## src/rtl/vga_timing_gen.sv

```systemverilog
// Raster timing generator: pixel position, data-enable, sync pulses,
// line/frame strobes and a completed-frame counter.
module vga_timing_gen #(
    parameter int H_ACTIVE = 640,
    parameter int H_FP     = 16,
    parameter int H_SYNC   = 96,
    parameter int H_BP     = 48,
    parameter int V_ACTIVE = 480,
    parameter int V_FP     = 10,
    parameter int V_SYNC   = 2,
    parameter int V_BP     = 33,
    parameter bit HS_POL   = 1'b0,
    parameter bit VS_POL   = 1'b0,
    parameter int CW       = 10,
    parameter int FW       = 8
) (
    input  logic          clk,
    input  logic          rst_n,
    input  logic          pix_en,
    output logic [CW-1:0] x,
    output logic [CW-1:0] y,
    output logic          de,
    output logic          hs,
    output logic          vs,
    output logic          line_start,
    output logic          frame_start,
    output logic [FW-1:0] frame_cnt
);

    localparam int H_TOTAL = H_ACTIVE + H_FP + H_SYNC + H_BP;
    localparam int V_TOTAL = V_ACTIVE + V_FP + V_SYNC + V_BP;

    generate
        if (H_TOTAL > 2 ** CW || V_TOTAL > 2 ** CW) begin : g_size_err
            $error("vga_timing_gen: raster totals exceed 2**CW");
        end
    endgenerate

    localparam logic [CW-1:0] H_MAX = CW'(H_TOTAL - 1);
    localparam logic [CW-1:0] V_MAX = CW'(V_TOTAL - 1);

    // One extra bit so bounds equal to 2**CW still compare correctly
    localparam logic [CW:0] H_DE_END = (CW+1)'(H_ACTIVE);
    localparam logic [CW:0] H_SY_BEG = (CW+1)'(H_ACTIVE + H_FP);
    localparam logic [CW:0] H_SY_END = (CW+1)'(H_ACTIVE + H_FP + H_SYNC);
    localparam logic [CW:0] V_DE_END = (CW+1)'(V_ACTIVE);
    localparam logic [CW:0] V_SY_BEG = (CW+1)'(V_ACTIVE + V_FP);
    localparam logic [CW:0] V_SY_END = (CW+1)'(V_ACTIVE + V_FP + V_SYNC);

    logic [CW-1:0] x_nxt;
    logic [CW-1:0] y_nxt;
    logic [CW:0]   xw;
    logic [CW:0]   yw;
    logic          x_wrap;
    logic          de_nxt;
    logic          hs_nxt;
    logic          vs_nxt;
    logic          ls_nxt;
    logic          fs_nxt;
    logic [FW-1:0] fc_nxt;

    always_comb begin
        x_nxt  = x;
        y_nxt  = y;
        x_wrap = (x == H_MAX);
        ls_nxt = 1'b0;
        fs_nxt = 1'b0;
        if (pix_en) begin
            if (x_wrap) begin
                x_nxt  = '0;
                y_nxt  = (y == V_MAX) ? '0 : y + CW'(1);
                ls_nxt = 1'b1;
                fs_nxt = (y == V_MAX);
            end else begin
                x_nxt = x + CW'(1);
            end
        end
        xw     = {1'b0, x_nxt};
        yw     = {1'b0, y_nxt};
        de_nxt = (xw < H_DE_END) && (yw < V_DE_END);
        hs_nxt = (xw >= H_SY_BEG && xw < H_SY_END) ? HS_POL : ~HS_POL;
        vs_nxt = (yw >= V_SY_BEG && yw < V_SY_END) ? VS_POL : ~VS_POL;
        fc_nxt = frame_cnt + FW'(fs_nxt);
    end

    // Flags are computed from the next position, so they line up with x,y
    always_ff @(posedge clk) begin
        if (!rst_n) begin
            x           <= '0;
            y           <= '0;
            de          <= 1'b1;
            hs          <= ~HS_POL;
            vs          <= ~VS_POL;
            line_start  <= 1'b0;
            frame_start <= 1'b0;
            frame_cnt   <= '0;
        end else begin
            x           <= x_nxt;
            y           <= y_nxt;
            de          <= de_nxt;
            hs          <= hs_nxt;
            vs          <= vs_nxt;
            line_start  <= ls_nxt;
            frame_start <= fs_nxt;
            frame_cnt   <= fc_nxt;
        end
    end

endmodule
```

## config.mk

```make
export PLATFORM = sky130hd
export DESIGN_NAME = vga_timing_gen
export DESIGN_NICKNAME = d
export VERILOG_FILES = /design/src/rtl/vga_timing_gen.sv
export SDC_FILE = /design/constraint.sdc
export NUM_CORES = 1
export LEC_CHECK = 0
export ABC_AREA = 1
export CORE_ASPECT_RATIO = 0.9
export CORE_MARGIN = 5
export CORE_UTILIZATION = 43
export DETAILED_ROUTE_END_ITERATION = 10
export PLACE_DENSITY_LB_ADDON = 0.05
export SLEW_MARGIN = 20
export SYNTH_ARGS = -nofsm -noshare
export SYNTH_HDL_FRONTEND = slang
export SYNTH_SLANG_ARGS = --single-unit
```

## constraint.sdc

```tcl
create_clock -name clk -period 2.3 [get_ports clk]
set_clock_uncertainty 0.05 [all_clocks]
set_input_delay 0.69 -clock clk [delete_from_list [all_inputs] [get_ports clk]]
set_output_delay 0.69 -clock clk [all_outputs]
set_load 0.05 [all_outputs]
```

# Word level (Yosys, flattened, before mapping)
# Index checks and enable logic that the tools add are counted.
totals:
  reg_bits: 33
  input_bits: 3
  out_inout_bits: 33
  elab_cells: 33
op_classes:
  addsub: 3
  magnitude_cmp: 6
  eq_ne: 2
  muxes: 10
  n_reduce_logical: 4
op_table:
  columns: ["cell", "n"]
  rows:
  - ["10-bit two-way mux", 5]
  - ["10-bit by 1-bit adder with 10-bit output, second input constant", 2]
  - ["10-bit equality test, second input constant", 2]
  - ["10-bit less-than comparator, second input constant", 2]
  - ["10-bit by 9-bit less-than comparator with 1-bit output, second input constant", 2]
  - ["10-bit greater-or-equal comparator, second input constant", 1]
  - ["10-bit by 9-bit greater-or-equal comparator with 1-bit output, second input constant", 1]
  - ["8-bit by 1-bit adder with 8-bit output", 1]
  - ["1-bit two-way mux", 5]
  - ["1-bit logical AND", 3]
  - ["2-bit AND reduction", 1]

# Depth between registers and ports, before layout
# Gate-level depths: netlist of run 1.
depth:
  ltp_word: 7
  depth_mapped: 14
  depth_no_buf: 14

# Worst setup path before layout of run 1
# No wires, ideal clock.
synth_timing:
  path_type: "register to register"
  from: "register x[0]"
  to: "register frame_cnt[7]"
  arrival_ps: 2408
  required_time_ps: 2122
  path_slack_ps: -286
  stages_incl_launch_ff: 15
  synth_period_minus_slack_ps: 2586
  path_cell_list: "dfxtp_1 ha_1 nand2_4 inv_1 nand3_2 nor2_4 nand3_2 inv_1 ha_1 nand3_1 nor2_1 nand2_1 nor3_1 xnor2_1 nor2_1"
synth_via:
  elab_chain_cells: 4
synth_rtl:
  columns: ["element", "line", "rtl"]
  rows:
  - ["from (decl)", "20", "output logic [CW-1:0] x,"]
  - ["from (signal assigned)", "98", "x <= x_nxt;"]
  - ["10-bit equality test", "65", "x_wrap = (x == H_MAX);"]
  - ["1-bit two-way mux", "69", "if (x_wrap) begin"]
  - ["1-bit two-way mux", "68", "if (pix_en) begin"]
  - ["via fs_nxt", "59", "logic fs_nxt;"]
  - ["8-bit by 1-bit adder with 8-bit output", "83", "fc_nxt = frame_cnt + FW'(fs_nxt);"]
  - ["to (signal assigned)", "105", "frame_cnt <= fc_nxt;"]
  - ["to (decl)", "27", "output logic [FW-1:0] frame_cnt"]
# The timed path passes the listed nets, and every way through them passes these cells.
# A chain may end at the register's enable or synchronous reset.

# Worst setup path after layout of run 1
layout_timing:
  from: "register frame_cnt[4]"
  to: "output frame_cnt[4]"
# No word-level cell between the ends.

==> summary.txt, run 1 <==
Worst path bufs/invs = 1
Die area = 0.00529 mm2
GRT overflow = 0
CTS tree = built
Xor/xnor share of the synthesized area = 0.0310
Drt first-iter violations = 93
Max-cap check violation count = 0
Hold slack = 0.476 ns
Worst setup SP type = flop
Detail Placement HPWL = 3030 um
Placement row count = 21
Initial antenna violation count = 0
Gpl congestion = 0.856
Int Pwr = 869 uW
Comb pwr share = 0.057
Post-Synth Simple-Gate Area = 0.395
Average instance area after synthesis = 7.05 um2
Clock share of power = 0.425
CTS Buf Count = 5
Starting Density = 0.451
Vias in the first global route = 1473
# H-tree levels = 2
Max clock buf depth = 2
Leading area contributor after synthesis = dfxtp_1
Clk pin slew, worst setup/hold paths = 0.07 ns
Die span in y = 69.5 um
Netlist Area Pre-Place = 0.00169 mm2
Number of diodes = 0
Post-Route WL = 3990 um
Cells after synthesis = 240
Multiplexer share of the synthesized area = 0
CP Max Fanout = 4
IO buf count = 35
Cell family with most CP delay = buffers and inverters
RSZ-0062 raised after global routing = false
Top post-synthesis cells by area = dfxtp_1 39%, nand2_1 11%, nor2_1 9.3%
Tcrit/Tclk final = 0.969
Share of layout cells above drive strength 1 = 0.252
PD cells = 479 mW/mm2
VDD IR max = 340 uV
Worst-Skew Late Latency = 0.28 ns
Slowest stage delay, CP = 0.83 ns
CP cell instances = clkdlybuf4s50_1
Slew HR = 0.667
Total Routing Usage GR = 0.155
Main combinational cell family by area after synthesis = simple AND/OR/NAND/NOR gates
Top FF cell, synth = dfxtp_1
Core area = 0.00376 mm2
Ys Warns = 0
Switch Pwr = 257 uW
Least-Margin Pin Slew = 0.498 ns
Post-synthesis compound-gate area fraction = 0.0547
Slowest-stage cell, CP = clkdlybuf4s50_1
Top cells by count, synth = 48 x nand2_1, 42 x nor2_1, 33 x dfxtp_1, 32 x inv_1, 16 x nand3_1
Drt via density = 4.74
Most common cell in the synthesized netlist = nand2_1
# hold bufs at CTS = 0
Yosys top cell area share = 0.390
Via count = 1651
Largest net degree at the start of global routing = 11
I/O Pins = 36
Worst Setup Path Type = reg2out
Area after DPL = 0.00222 mm2
Sw frac = 0.228
Area delta synth->final = 38.7%
Pins Over Slew Limit = 0
Seq pwr share = 0.518
Post-synthesis sequential area ratio = 0.390
Per-cell routed wire length = 11.5 um
Root Buffer = clkbuf_8
Synthesized flop and latch total = 33
Die width = 76.1 um
Crit path DAT = 1.49 ns
First-pass GRT wire length = 6840 um
Final nets = 309
Worst setup EP type = output port
Fmax = 449 MHz
Hold Fails Final Rpt = 0
Yosys cell types = 31
Required @ worst endpoint = 1.56 ns
EDFF count, synth = 0
Synth Area in Adders = 0.0370
Setup violations, final = 0
Status = completed
HP Class = reg2reg
Drt first pass iters = 4
Async set or reset register ratio after synthesis = 0
Lkg Pwr = 1.02 nW
Post-DRT Antenna Nets = 0
Post-route cell area = 0.00235 mm2
CTS Sinks = 33
Mapped Nets = 248
DRC = 0
Total chip power = 1.13 mW
Minimum clock period = 2.23 ns
[per-stage QoR]
| step | setup WS [ns] | std cells | setup TNS, ns | util |
|---|---|---|---|---|
| after global placement | -0.293 | 339 | -1.72 | 0.590 |
| after floorplan | 0.000432 | 240 | 0 | - |
| after global routing | 0.00576 | 348 | 0 | 0.625 |
| after detailed placement | -0.353 | 339 | -2.01 | 0.590 |
| final | 0.0711 | 348 | 0 | 0.625 |
| after CTS | 0.0767 | 348 | 0 | 0.619 |
[sequential cells by signal, indices dropped and copies added (netlist names)]
signal       flops
x               10
y               10
frame_cnt        8
de               1
frame_start      1
hs               1
line_start       1
vs               1
[final cells by class]
| type | count | area (um2) |
|---|---|---|
| Clock inverter | 1 | 5.00 |
| Sequential cell | 33 | 671 |
| Tap cell | 46 | 57.6 |
| Inverter | 36 | 136 |
| Fill cell | 327 | 1410 |
| Multi-Input combinational cell | 168 | 906 |
| Clock buffer | 7 | 96.3 |
| Timing Repair Buffer | 57 | 477 |
[placed cells by master, fill, tap and decap left out, drive strengths merged]
cell,n
buf,37
o21ai,9
inv,34
dlygate4sd2,1
o21bai,1
xnor2,4
xor2,2
nand4,6
and2,1
clkbuf,7
nand3,22
a21oi,6
nand3b,2
clkinv,3
nand2,52
a31oi,1
dfxtp,33
nor2,48
nor4,1
ha,5
clkdlybuf4s50,19
nor3,7
nor3b,1
[layer usage]
metal	global-route usage	vias up	part of all wire
li1	-	877	-
met1	0.207	726	0.47
met2	0.236	48	0.45
met3	0.0675	0	0.080
met4	0.0233	0	0
met5	0	-	0
[power groups by stage]
stage          sequential [mW]  clock [mW]  combinational, mW
2_1_floorplan            0.610           0             0.0248
6_report                 0.583       0.479             0.0637
5_1_grt                  0.584       0.525             0.0702
3_5_place_dp             0.595           0             0.0636
3_3_place_gp             0.595           0             0.0635
4_1_cts                  0.582       0.495             0.0630
[kinds of logic (layout without fill, tap and decap cells)]
kind of cell / after synthesis / in the layout
xor gates and xnor gates: 6 / 6
DFF: 33 / 33
AOI/OAI and AO/OA: 17 / 17
and+or+nand+nor: 140 / 140
buffers and inverters: 39 / 101
adders and majority gates: 5 / 5
[worst paths after layout]
check	cells past startpoint	slack, ns	endpoint	start
setup / recovery	1	0.07	frame_cnt[4]	frame_cnt[4]
hold / removal	2	0.48	frame_cnt[2]	frame_cnt[2]
setup reg to reg	14	0.25	frame_cnt[6]	x[0]
hold reg to reg	2	0.48	frame_cnt[2]	frame_cnt[2]
[timing repair]
action	4_1_cts	5_1_grt
pin swaps	4	0
setup buffers	1	0
resized for setup	2	4
cloned	0	0
setup endpoints to repair	1	1
No activity file was read; power rests on OpenSTA's default activity.
==> run 2: changes to the inputs <==
--- a/config.mk
+++ b/config.mk
@@ -13,2 +13,3 @@
 export PLACE_DENSITY_LB_ADDON = 0.05
+export REMOVE_ABC_BUFFERS = 1
 export SLEW_MARGIN = 20
--- a/constraint.sdc
+++ b/constraint.sdc
@@ -4,2 +4,2 @@
 set_output_delay 0.69 -clock clk [all_outputs]
-set_load 0.05 [all_outputs]
+set_load 0.1 [all_outputs]
==> summary.txt, run 2 (same netlist as run 1, synthesis figures left out) <==
First-pass GRT wire length = 7270 um (was 6840 um)
VDD IR max = 301 uV (was 340 uV)
Core area = 0.00376 mm2 (unchanged)
Cell family with most CP delay = simple AND/OR/NAND/NOR gates (was buffers and inverters)
Die width = 76.1 um (unchanged)
I/O Pins = 36 (unchanged)
Slowest stage delay, CP = 0.24 ns (was 0.83 ns)
Worst setup EP type = flop (was output port)
# Post-CTS Setup Buffers = 0 (was 1)
Lkg Pwr = 1.09 nW (was 1.02 nW)
Worst-Skew Late Latency = 0.29 ns (was 0.28 ns)
Drt via density = 4.68 (was 4.74)
Worst Hold End = x[1] (was frame_cnt[2])
Post-route setup slack = 0.144 ns (was 0.0711 ns)
CTS tree = built (unchanged)
Sw frac = 0.249 (was 0.228)
HP Start = x[1] (was frame_cnt[2])
Die area = 0.00529 mm2 (unchanged)
Status = completed (unchanged)
Area delta synth->final = 48.9% (was 38.7%)
Area after DPL = 0.00238 mm2 (was 0.00222 mm2)
CTS Buf Count = 5 (unchanged)
Commonest non-fill, non-tap cell in the layout = nand2_1 (unchanged)
Setup violations, final = 0 (unchanged)
Root Buffer = clkbuf_8 (unchanged)
Max-cap check violation count = 0 (unchanged)
CTS Sinks = 33 (unchanged)
Hold path cells = 2 (unchanged)
Minimum clock period = 2.16 ns (was 2.23 ns)
Slowest-stage cell, CP = dlygate4sd2_1 (was clkdlybuf4s50_1)
Stages on worst setup path = 12 (was 1)
Initial antenna violation count = 0 (unchanged)
Total Routing Usage GR = 0.167 (was 0.155)
Max clock buf depth = 2 (unchanged)
Post-route cell area = 0.00252 mm2 (was 0.00235 mm2)
Final nets = 308 (was 309)
Post-Route WL = 4130 um (was 3990 um)
Vias in the first global route = 1639 (was 1473)
Final core occ = 0.671 (was 0.625)
Starting Density = 0.451 (unchanged)
Gpl congestion = 0.849 (was 0.856)
DRC = 0 (unchanged)
Worst path bufs/invs = 3 (was 1)
Reg2reg start = x[1] (was x[0])
Commonest non-fill, non-tap cells in the layout = 48 x nand2_1, 40 x nor2_1, 36 x buf_4 (was 48 x nand2_1, 41 x nor2_1, 37 x buf_4)
# hold bufs at CTS = 0 (unchanged)
IO buf count = 35 (unchanged)
Fmax = 464 MHz (was 449 MHz)
Seq pwr share = 0.499 (was 0.518)
Worst setup SP type = input pin (was flop)
Share of layout cells above drive strength 1 = 0.312 (was 0.252)
Crit path DAT = 2.28 ns (was 1.49 ns)
Worst Setup Path Type = in2reg (was reg2out)
Clock share of power = 0.422 (was 0.425)
Placement row count = 21 (unchanged)
FF-to-FF setup slack = 0.18 ns (was 0.25 ns)
PD cells = 464 mW/mm2 (was 479 mW/mm2)
Required @ worst endpoint = 2.43 ns (was 1.56 ns)
Tcrit/Tclk final = 0.937 (was 0.969)
CP cell instances = dlygate4sd2_1 > nand4_1 > nor2_4 > nand3_2 > inv_1 > ha_2 > ha_2 > nand2_1 > nor2_2 > inv_1 > nor4_2 > nor3_1 (was clkdlybuf4s50_1)
Largest net degree at the start of global routing = 11 (unchanged)
R2R depth = 14 (unchanged)
Clk pin slew, worst setup/hold paths = 0.07 ns (about the same)
Number of diodes = 0 (unchanged)
Die span in y = 69.5 um (unchanged)
Detail Placement HPWL = 3190 um (was 3030 um)
GRT overflow = 0 (unchanged)
HP Class = reg2reg (unchanged)
Post-DRT Antenna Nets = 0 (unchanged)
CP Max Fanout = 3 (was 4)
Comb pwr share = 0.079 (was 0.057)
Slew HR = 0.802 (was 0.667)
Hold Fails Final Rpt = 0 (unchanged)
Via count = 1625 (was 1651)
Largest registers = x: 10 flops, y: 10 flops, frame_cnt: 8 flops (unchanged)
Per-cell routed wire length = 11.9 um (was 11.5 um)
Post-place setup slack = -0.403 ns (was -0.353 ns)
Pins Over Slew Limit = 0 (unchanged)
Int Pwr = 878 uW (was 869 uW)
RR Endpoint = frame_cnt[6] (unchanged)
Switch Pwr = 291 uW (was 257 uW)
Drt first-iter violations = 82 (was 93)
Drt first pass iters = 4 (unchanged)
# H-tree levels = 2 (unchanged)
Least-Margin Pin Slew = 0.296 ns (was 0.498 ns)
-- run 2: changes by cell type in the layout (fill, tap and decap cells not counted) --
cell / change
dfxtp_1: +1
nor2_1: -1
clkdlybuf4s50_1: -18
nor2_2: +1
ha_2: +1
buf_12: +18
dfxtp_4: -2
dfxtp_2: +1
ha_1: -1
buf_4: -1
-- run 2: final cells by class --
| cell class | count | area, um2 |
|---|---|---|
| clock buffer | 7 | 96.3 |
| clock inverter | 1 | 5.00 |
| fill | 328 | 1240 |
| inverter | 36 | 136 |
| multi-input combinational | 168 | 911 |
| sequential | 33 | 664 |
| tap | 46 | 57.6 |
| timing repair buffer | 56 | 649 |
-- run 2: worst max-delay path by stage --
stage | startpoint | end | slack [ns]
6_report | pix_en | frame_cnt[6] | 0.14
3_5_place_dp | pix_en | frame_cnt[7] | -0.40
3_3_place_gp | pix_en | frame_cnt[6] | -0.32
2_1_floorplan | x[0] | frame_cnt[7] | -0.71
5_1_grt | x[3] | frame_cnt[6] | -0.009
4_1_cts | x[1] | frame_cnt[6] | 0.05
-- run 2: per-stage QoR --
stage	cells	power, mW	setup TNS [ns]	hold WS [ns]
2_1_floorplan	237	0.646	-4.21	0.709
3_3_place_gp	339	0.686	-2.02	0.457
3_5_place_dp	339	0.687	-2.53	0.464
4_1_cts	347	1.18	0	0.473
5_1_grt	347	1.21	-0.00930	0.507
6_report	347	1.17	0	0.476
-- run 2: power by group through the flow --
stage	clock [mW]	combinational [mW]	sequential, mW
2_1_floorplan	0	0.0195	0.627
3_5_place_dp	0	0.0919	0.595
6_report	0.493	0.0926	0.584
5_1_grt	0.531	0.0988	0.584
3_3_place_gp	0	0.0914	0.595
4_1_cts	0.502	0.0917	0.582
-- run 2: tightest hold or removal path, delay by kind of cell, from the launching register on --
family | cells | cell delay (ns)
AND/OR/NAND/NOR | 2 | 0.15
flip-flops | 1 | 0.35
-- run 2: layer usage --
metal  track usage  share of wire  up-vias
met4        0.0621          0.012        0
li1              -              -      871
met3        0.0519          0.046        5
met1         0.215           0.49      718
met5             0              0        -
met2         0.260           0.45       31
-- run 2: repair_timing --
| item | in CTS | in global routing |
|---|---|---|
| gates resized for setup | 5 | 7 |
| endpoints found under the setup margin | 4 | 3 |
| pin swaps | 4 | 0 |
| endpoints found under the hold margin | 0 | 0 |
